### src/rtl/cache_fill_ctrl.sv
// cache_fill_ctrl: cache line-fill controller with several memory reads in flight.
// On a miss it reads LINE_WORDS words, with up to MAX_OUT reads outstanding.
// The words come back sequentially from word 0, or critical-word-first with wrap
// when CWF=1. After the last word it writes the tag.
// Ports:
//   clk, rst                     clock, synchronous active-high reset
//   miss_detected, miss_address  miss request; sampled only in IDLE
//   fsm_busy                     fill in progress (also high in the accepting miss cycle)
//   mem_req_valid/ready/address  memory read request channel (word-aligned address)
//   mem_data, mem_data_valid     in-order read responses
//   wen_data, data_word_idx, data_out  data-array write port
//   crit_word_ready              pulse when the missed word is written
//   wen_tag, tag_out, fill_done  tag-array write; fill_done pulses with wen_tag
module cache_fill_ctrl #(
  parameter int unsigned ADDR_W     = 16,
  parameter int unsigned WORD_W     = 16,
  parameter int unsigned LINE_WORDS = 8,
  parameter int unsigned MAX_OUT    = 2,
  parameter int unsigned CWF        = 0,
  localparam int unsigned BO        = $clog2(WORD_W / 8),
  localparam int unsigned IW        = $clog2(LINE_WORDS),
  localparam int unsigned OFS       = BO + IW,
  localparam int unsigned TAG_W     = ADDR_W - OFS
) (
  input  logic              clk,
  input  logic              rst,
  input  logic              miss_detected,
  input  logic [ADDR_W-1:0] miss_address,
  output logic              fsm_busy,
  output logic              mem_req_valid,
  input  logic              mem_req_ready,
  output logic [ADDR_W-1:0] mem_address,
  input  logic [WORD_W-1:0] mem_data,
  input  logic              mem_data_valid,
  output logic              wen_data,
  output logic [IW-1:0]     data_word_idx,
  output logic [WORD_W-1:0] data_out,
  output logic              crit_word_ready,
  output logic              wen_tag,
  output logic [TAG_W-1:0]  tag_out,
  output logic              fill_done
);

  localparam int unsigned CNT_W = IW + 1;
  localparam int unsigned OUT_W = $clog2(MAX_OUT + 1);

  typedef enum logic [1:0] {
    IDLE,
    FILL,
    TAG
  } state_t;

  state_t             state;
  state_t             state_nx;
  logic [TAG_W-1:0]   tag_q;
  logic [IW-1:0]      start_idx;
  logic [IW-1:0]      crit_idx;
  logic [CNT_W-1:0]   req_cnt;
  logic [CNT_W-1:0]   rsp_cnt;
  logic [OUT_W-1:0]   outstanding;
  logic [IW-1:0]      miss_idx;
  logic [IW-1:0]      req_idx;
  logic [IW-1:0]      rsp_idx;
  logic               miss_take;
  logic               req_fire;
  logic               rsp_fire;

  assign miss_idx = IW'(miss_address >> BO);
  // The line index wraps naturally because the sum is truncated to IW bits.
  assign req_idx  = start_idx + IW'(req_cnt);
  assign rsp_idx  = start_idx + IW'(rsp_cnt);

  // State register
  always_ff @(posedge clk) begin
    if (rst) begin
      state <= IDLE;
    end else begin
      state <= state_nx;
    end
  end

  // Next state and outputs; everything is forced low while rst is high
  always_comb begin
    state_nx        = state;
    fsm_busy        = 1'b0;
    mem_req_valid   = 1'b0;
    mem_address     = '0;
    wen_data        = 1'b0;
    data_word_idx   = '0;
    data_out        = '0;
    crit_word_ready = 1'b0;
    wen_tag         = 1'b0;
    tag_out         = '0;
    fill_done       = 1'b0;
    miss_take       = 1'b0;
    req_fire        = 1'b0;
    rsp_fire        = 1'b0;
    if (!rst) begin
      unique case (state)
        IDLE: begin
          if (miss_detected) begin
            fsm_busy  = 1'b1;
            miss_take = 1'b1;
            state_nx  = FILL;
          end
        end
        FILL: begin
          fsm_busy      = 1'b1;
          mem_req_valid = (req_cnt < CNT_W'(LINE_WORDS)) && (outstanding < OUT_W'(MAX_OUT));
          if (mem_req_valid) begin
            mem_address = (ADDR_W'(tag_q) << OFS) | (ADDR_W'(req_idx) << BO);
          end
          req_fire = mem_req_valid && mem_req_ready;
          // Responses with nothing outstanding are unsolicited and dropped.
          rsp_fire = mem_data_valid && (rsp_cnt < req_cnt);
          if (rsp_fire) begin
            wen_data        = 1'b1;
            data_word_idx   = rsp_idx;
            data_out        = mem_data;
            crit_word_ready = (rsp_idx == crit_idx);
            if (rsp_cnt == CNT_W'(LINE_WORDS - 1)) begin
              state_nx = TAG;
            end
          end
        end
        TAG: begin
          fsm_busy  = 1'b1;
          wen_tag   = 1'b1;
          fill_done = 1'b1;
          tag_out   = tag_q;
          state_nx  = IDLE;
        end
        default: state_nx = IDLE;
      endcase
    end
  end

  // Miss latch and request/response bookkeeping
  always_ff @(posedge clk) begin
    if (rst) begin
      tag_q       <= '0;
      start_idx   <= '0;
      crit_idx    <= '0;
      req_cnt     <= '0;
      rsp_cnt     <= '0;
      outstanding <= '0;
    end else if (miss_take) begin
      tag_q       <= TAG_W'(miss_address >> OFS);
      crit_idx    <= miss_idx;
      start_idx   <= (CWF != 0) ? miss_idx : '0;
      req_cnt     <= '0;
      rsp_cnt     <= '0;
      outstanding <= '0;
    end else if (state == FILL) begin
      if (req_fire) begin
        req_cnt <= req_cnt + CNT_W'(1);
      end
      if (rsp_fire) begin
        rsp_cnt <= rsp_cnt + CNT_W'(1);
      end
      // A simultaneous request and response leave the in-flight count unchanged.
      unique case ({req_fire, rsp_fire})
        2'b10:   outstanding <= outstanding + OUT_W'(1);
        2'b01:   outstanding <= outstanding - OUT_W'(1);
        default: outstanding <= outstanding;
      endcase
    end
  end

endmodule

### config.mk
export PLATFORM = sky130hd
export DESIGN_NAME = cache_fill_ctrl
export DESIGN_NICKNAME = d
export VERILOG_FILES = /design/src/rtl/cache_fill_ctrl.sv
export SDC_FILE = /design/constraint.sdc
export NUM_CORES = 1
export LEC_CHECK = 0
export CAP_MARGIN = 10
export CORE_UTILIZATION = 39
export CTS_CLUSTER_SIZE = 30
export DETAILED_ROUTE_END_ITERATION = 10
export PLACE_DENSITY = 0.91
export SYNTH_ARGS = -nofsm -noshare
export SYNTH_HDL_FRONTEND = slang
export SYNTH_SLANG_ARGS = --single-unit
### constraint.sdc
create_clock -name clk -period 2.8 [get_ports clk]
set_input_delay 0.7 -clock clk [delete_from_list [all_inputs] [get_ports clk]]
set_output_delay 0.7 -clock clk [all_outputs]
set_load 0.03 [all_outputs]
==> results.txt, run 1 <==
Pins Over Slew Limit - 0
largest net degree at the start of global routing - 22
initial antenna violation count - 0
PD cells - 471.0 mW/mm2
sequential fraction of the synthesis area - 33.13%
DP Wirelength - 3436 um
# DRC - 0
clk_lat worst skew - 0.28 ns
Syn-to-layout area delta - 57.29%
RD Place Congestion - 0.8235
Synth area leader - dfxtp_1
total I/O pin count - 90
Die X - 66.68 um
CTS tree - built
CP Capture Type - output port
most common cell after layout, fill and taps aside - buf_4
worst path bufs/invs - 3
Num CTS Buffers - 3
Worst Tran Pin Value - 1.026 ns
row count - 23
Final Critical Period - 2.701 ns
max_cap viols - 0
Synth Instances - 188
Hold Buf Count CTS - 0
slowest cell delay on critical path - 0.44 ns
routed length per instance - 13.15 um
WP data arrival - 2.00 ns
number of distinct library cells after synthesis - 34
crit path launch type - input pin
worst-path fanout max - 21
Pleak - 1.230 nW
Max H-tree Level - 1
most frequent cells in the layout - buf_4 (67), clkdlybuf4s50_1 (34), and2_1 (27), dfxtp_1 (27), and3_1 (19)
fraction of layout cells with a size suffix above 1 - 27.92%
Initial Util - 40.79%
final net count - 333
ys flop type - dfxtp_1
port buffer count - 87
Crit-path slowest cell - clkdlybuf4s50_1
Synth Register Bits - 27
via count - 1663
Avg Inst Size Synth - 8.679 um2
worst path cell trace - clkdlybuf4s50_1 -> nor2b_1 -> o211a_1 -> buf_12 -> and3_1 -> buf_4
HP Class - reg -> reg
final-report setup violation count - 0
ant diodes - 0
drt initial violations - 75
total routed wirelength - 4380 um
first-pass GRT wire length - 6775 um
RSZ-0062 raised after global routing - no
GRT overflow - 0
Setup CP Type - in -> out
clk slew on worst S/H paths - 0.09 ns
yosys warns - 0
Syn Std Cell Area - 0.001632 mm2
Hold Fails Final Rpt - 0
Clock Sinks - 27
CP required - 2.10 ns
Die Footprint - 0.004446 mm2
Slew headroom - 31.32%
top-area cell type share of the netlist area - 33.13%
worst reg2reg setup slack - 0.59 ns
Detail Route Antenna Nets - 0
Via density - 4.994
placed insts - 329
final period utilization - 96.45%
Clock Tree Buf Depth - 2
Tot Pwr - 1.209 mW
Post-synth ARST share - 0%
worst ir drop on vdd - 321.8 uV
Die Ht - 66.68 um
vias in the first global route - 1516
Max Clock Skew - 0.004208 ns
Net Count, Synth - 237
Total GRT Usage - 19.91%
Post-Layout Cell Count - 333
Fmax achieved - 370.3 MHz
EDFF count, synth - 0
status - finished clean
Root Driver - clkbuf_8
CP delay by family, top - buffers and inverters
Pre-antenna DRT Iters - 4
Total Neg Setup Slack - 0 ns
Synth area leaders - dfxtp_1 (33%), and2_1 (10%), ha_1 (9.2%), a22o_1 (8.1%), and3_1 (7.3%)
Core Region - 0.004000 mm2
## state kept, by name, summed over array words and instances, names as in the netlist
register and count:
req_cnt 4, tag_q 12, rsp_cnt 4, state 2, outstanding 2, crit_idx 3
## final timing paths
| kind | startpoint | to | cells past startpoint |
|---|---|---|---|
| setup / recovery | mem_data_valid | data_out[11] | 6 |
| hold / removal | tag_q[11] | tag_q[11] | 1 |
| setup reg to reg | req_cnt[3] | outstanding[1] | 11 |
| hold reg to reg | tag_q[11] | tag_q[11] | 1 |
## through the flow
step	setup WS [ns]	area (um2)	hold slack (ns)	util, %
global route	0.006734	2566	0.5133	64.15
detailed placement	0.01738	2515	0.4682	62.87
CTS	0.01062	2561	0.4972	64.03
global placement	0.03725	2515	0.4628	62.87
floorplan	0.1639	1634	0.4479	-
finish	0.09930	2566	0.4922	64.15
## layout make-up
cell class / instances / area, um2
inverter: 5 / 18.77
multi-input combinational: 144 / 1022
clock inverter: 1 / 5.005
clock buffer: 3 / 41.29
sequential: 27 / 540.5
tap: 50 / 62.56
timing repair buffer: 103 / 875.8
fill: 336 / 1434
## timing repair
| item | CTS | global route |
|---|---|---|
| gates resized for setup | 0 | 2 |
| setup endpoints to repair | 0 | 24 |
| buffers inserted | 0 | 0 |
## report_power, final
part	switching (mW)	internal, mW	leakage, nW
clock	0.124	0.100	0.0255
sequential	0.0387	0.436	0.220
combinational	0.275	0.234	0.984
## layer usage
| metal | up-vias | routed length, um | GRT usage [%] | share of wire, % |
|---|---|---|---|---|
| met5 | - | 0 | 0 | 0 |
| met2 | 63 | 2225 | 33.96 | 51 |
| met3 | 4 | 253 | 3.938 | 5.8 |
| met4 | 0 | 45 | 8.245 | 1.0 |
| met1 | 747 | 1856 | 24.07 | 42 |
| li1 | 849 | - | - | - |
## cell usage after synthesis, types with 6 or more instances
library cell  instances
nand2_1               6
dfxtp_1              27
and3_1               19
clkbuf_1              8
ha_1                 12
a21oi_1               8
nor2_1                9
nand3_1               6
a22o_1               15
and2_1               27
## worst reg2reg max path: stages, from the launching register on
cell and delay, ns:
dfxtp_1 0.39, inv_1 0.09, ha_1 0.30, o211ai_1 0.11
o211ai_1 0.27, nor2_2 0.07, buf_4 0.15, ha_1 0.29
nor2b_1 0.18, nand2_1 0.09, xor2_1 0.14, nor2_1 0.05
## kinds of logic after synthesis
kind of cell,count (synthesis),share of synthesized area [%]
other,1,0.2298
xor gates and xnor gates,8,4.295
AOI/OAI and AO/OA,34,15.49
buffers and inverters,17,4.524
DFF,27,33.13
and+or+nand+nor,89,33.13
adders and majority gates,12,9.202
Note: power is estimated with default switching activity, not from simulation.
==> run 2, diff against run 1 <==
--- a/config.mk
+++ b/config.mk
@@ -6,7 +6,9 @@
 export NUM_CORES = 1
 export LEC_CHECK = 0
 export CAP_MARGIN = 10
+export CORE_MARGIN = 4
 export CORE_UTILIZATION = 39
+export CTS_BUF_LIST = sky130_fd_sc_hd__clkbuf_8 sky130_fd_sc_hd__clkbuf_16
 export CTS_CLUSTER_SIZE = 30
 export DETAILED_ROUTE_END_ITERATION = 10
 export PLACE_DENSITY = 0.91
==> results.txt, run 2 (synthesis results as in run 1) <==
status - finished clean (unchanged)
Pins Over Slew Limit - 0 (unchanged)
RD Place Congestion - 0.7654 (was 0.8235)
Total GRT Usage - 18.56% (was 19.91%)
fraction of layout cells with a size suffix above 1 - 27.66% (was 27.92%)
Root Driver - clkbuf_8 (unchanged)
most frequent cells in the layout - buf_4 (65), clkdlybuf4s50_1 (34), and2_1 (27), dfxtp_1 (27), and3_1 (19) (was buf_4 (67), clkdlybuf4s50_1 (34), and2_1 (27), dfxtp_1 (27), and3_1 (19))
Syn-to-layout area delta - 56.90% (was 57.29%)
ant diodes - 0 (unchanged)
Clock Sinks - 27 (unchanged)
Pleak - 1.219 nW (was 1.230 nW)
DP Wirelength - 3741 um (was 3436 um)
Tot Pwr - 1.214 mW (was 1.209 mW)
RSZ-0062 raised after global routing - no (unchanged)
crit path launch type - input pin (unchanged)
worst-path fanout max - 7 (was 21)
CP required - 2.10 ns (about the same)
Pre-antenna DRT Iters - 4 (unchanged)
biggest registers after layout - tag_q: 12 flops, req_cnt: 4 flops, rsp_cnt: 4 flops (unchanged)
most common cell after layout, fill and taps aside - buf_4 (unchanged)
max_cap viols - 0 (unchanged)
CP Capture Type - output port (unchanged)
WL met1 - 1998 um (was 1856 um)
Max H-tree Level - 1 (unchanged)
Post-Layout Cell Count - 332 (was 333)
routed length per instance - 14.68 um (was 13.15 um)
total I/O pin count - 90 (unchanged)
Detail Route Antenna Nets - 0 (unchanged)
Num CTS Buffers - 3 (unchanged)
Core Region - 0.004029 mm2 (was 0.004000 mm2)
Design Area, Final - 0.002560 mm2 (was 0.002566 mm2)
Via density - 5.139 (was 4.994)
port buffer count - 87 (unchanged)
first-pass GRT wire length - 7907 um (was 6775 um)
# DRC - 0 (unchanged)
number of flip-flops in the largest register - 12 (unchanged)
total routed wirelength - 4873 um (was 4380 um)
final-report setup violation count - 0 (unchanged)
Setup CP Type - in -> out (unchanged)
Most flops, register - tag_q (unchanged)
worst ir drop on vdd - 351.0 uV (was 321.8 uV)
final net count - 332 (was 333)
Initial Util - 40.50% (was 40.79%)
Die Footprint - 0.005282 mm2 (was 0.004446 mm2)
Final Critical Period - 2.755 ns (was 2.701 ns)
Worst Tran Pin Value - 1.056 ns (was 1.026 ns)
Hold Fails Final Rpt - 0 (unchanged)
final period utilization - 98.40% (was 96.45%)
Fmax achieved - 363.0 MHz (was 370.3 MHz)
row count - 23 (unchanged)
max layer used - met4 (unchanged)
PD cells - 474.2 mW/mm2 (was 471.0 mW/mm2)
GRT overflow - 0 (unchanged)
clk_lat worst skew - 0.27 ns (was 0.28 ns)
Post-CTS Setup Bufs - 0 (unchanged)
Slew headroom - 29.31% (was 31.32%)
Die Ht - 72.68 um (was 66.68 um)
Die X - 72.68 um (was 66.68 um)
Max Clock Skew - 0.008449 ns (was 0.004208 ns)
via count - 1706 (was 1663)
Clock Tree Buf Depth - 2 (unchanged)
placed insts - 327 (was 329)
vias in the first global route - 1708 (was 1516)
initial antenna violation count - 0 (unchanged)
HP Class - reg -> reg (unchanged)
Met2 Wirelength - 2542 um (was 2225 um)
clk slew on worst S/H paths - 0.09 ns (about the same)
Placed Area - 0.002500 mm2 (was 0.002515 mm2)
Total Neg Setup Slack - 0 ns (unchanged)
largest net degree at the start of global routing - 22 (unchanged)
WP data arrival - 2.06 ns (was 2.00 ns)
CTS tree - built (unchanged)
drt initial violations - 101 (was 75)
met3 wire len - 298 um (was 253 um)
[run 2: layer usage]
layer  up-vias  GRT usage, %
met5         -             0
met4         0         3.484
met3         4         4.408
met2        57         33.47
met1       800         22.46
li1        845             -
[run 2: path summary, 6_finish.rpt]
path / depth (start not counted) / slack [ns] / from / end
worst min register to register: 1 / 0.49 / tag_q[1] / tag_q[1]
worst max register to register: 10 / 0.55 / state[1] / outstanding[1]
worst max-delay path: 6 / 0.04 / rst / mem_address[4]
worst min-delay path: 1 / 0.49 / tag_q[1] / tag_q[1]
[run 2: what timing repair did]
action / in CTS / in global routing
endpoints found under the setup margin: 25 / 7
resized for setup: 3 / 2
hold buffers: 0 / 0
cloned: 1 / 0
pin swaps: 1 / 0
[run 2: through the flow]
step / worst slack (ns) / utilization [%] / hold WS [ns]
after global placement: -0.09706 / 62.05 / 0.4626
final: 0.04490 / 63.54 / 0.4873
after global routing: 0.001305 / 63.54 / 0.5115
after detailed placement: -0.1044 / 62.05 / 0.4693
after floorplan: 0.1639 / - / 0.4479
after CTS: 0.04905 / 63.42 / 0.4963
[run 2: area by class of cell]
class                           instances  area [um2]
Fill cell                             350        1469
Multi-Input combinational cell        144        1025
Timing Repair Buffer                  102       868.3
Sequential cell                        27       540.5
Tap cell                               50       62.56
Clock buffer                            3       41.29
Inverter                                5       18.77
Clock inverter                          1       3.754
[run 2: where the power goes]
group / internal, mW / switching (mW)
clock network: 0.0984 / 0.120
registers: 0.436 / 0.0406
logic: 0.234 / 0.284
[run 2: critical path, stage by stage]
cell	delay, ns
dlygate4sd2_1	0.29
buf_4	0.17
nor4b_4	0.39
buf_4	0.22
and2_1	0.13
buf_4	0.15
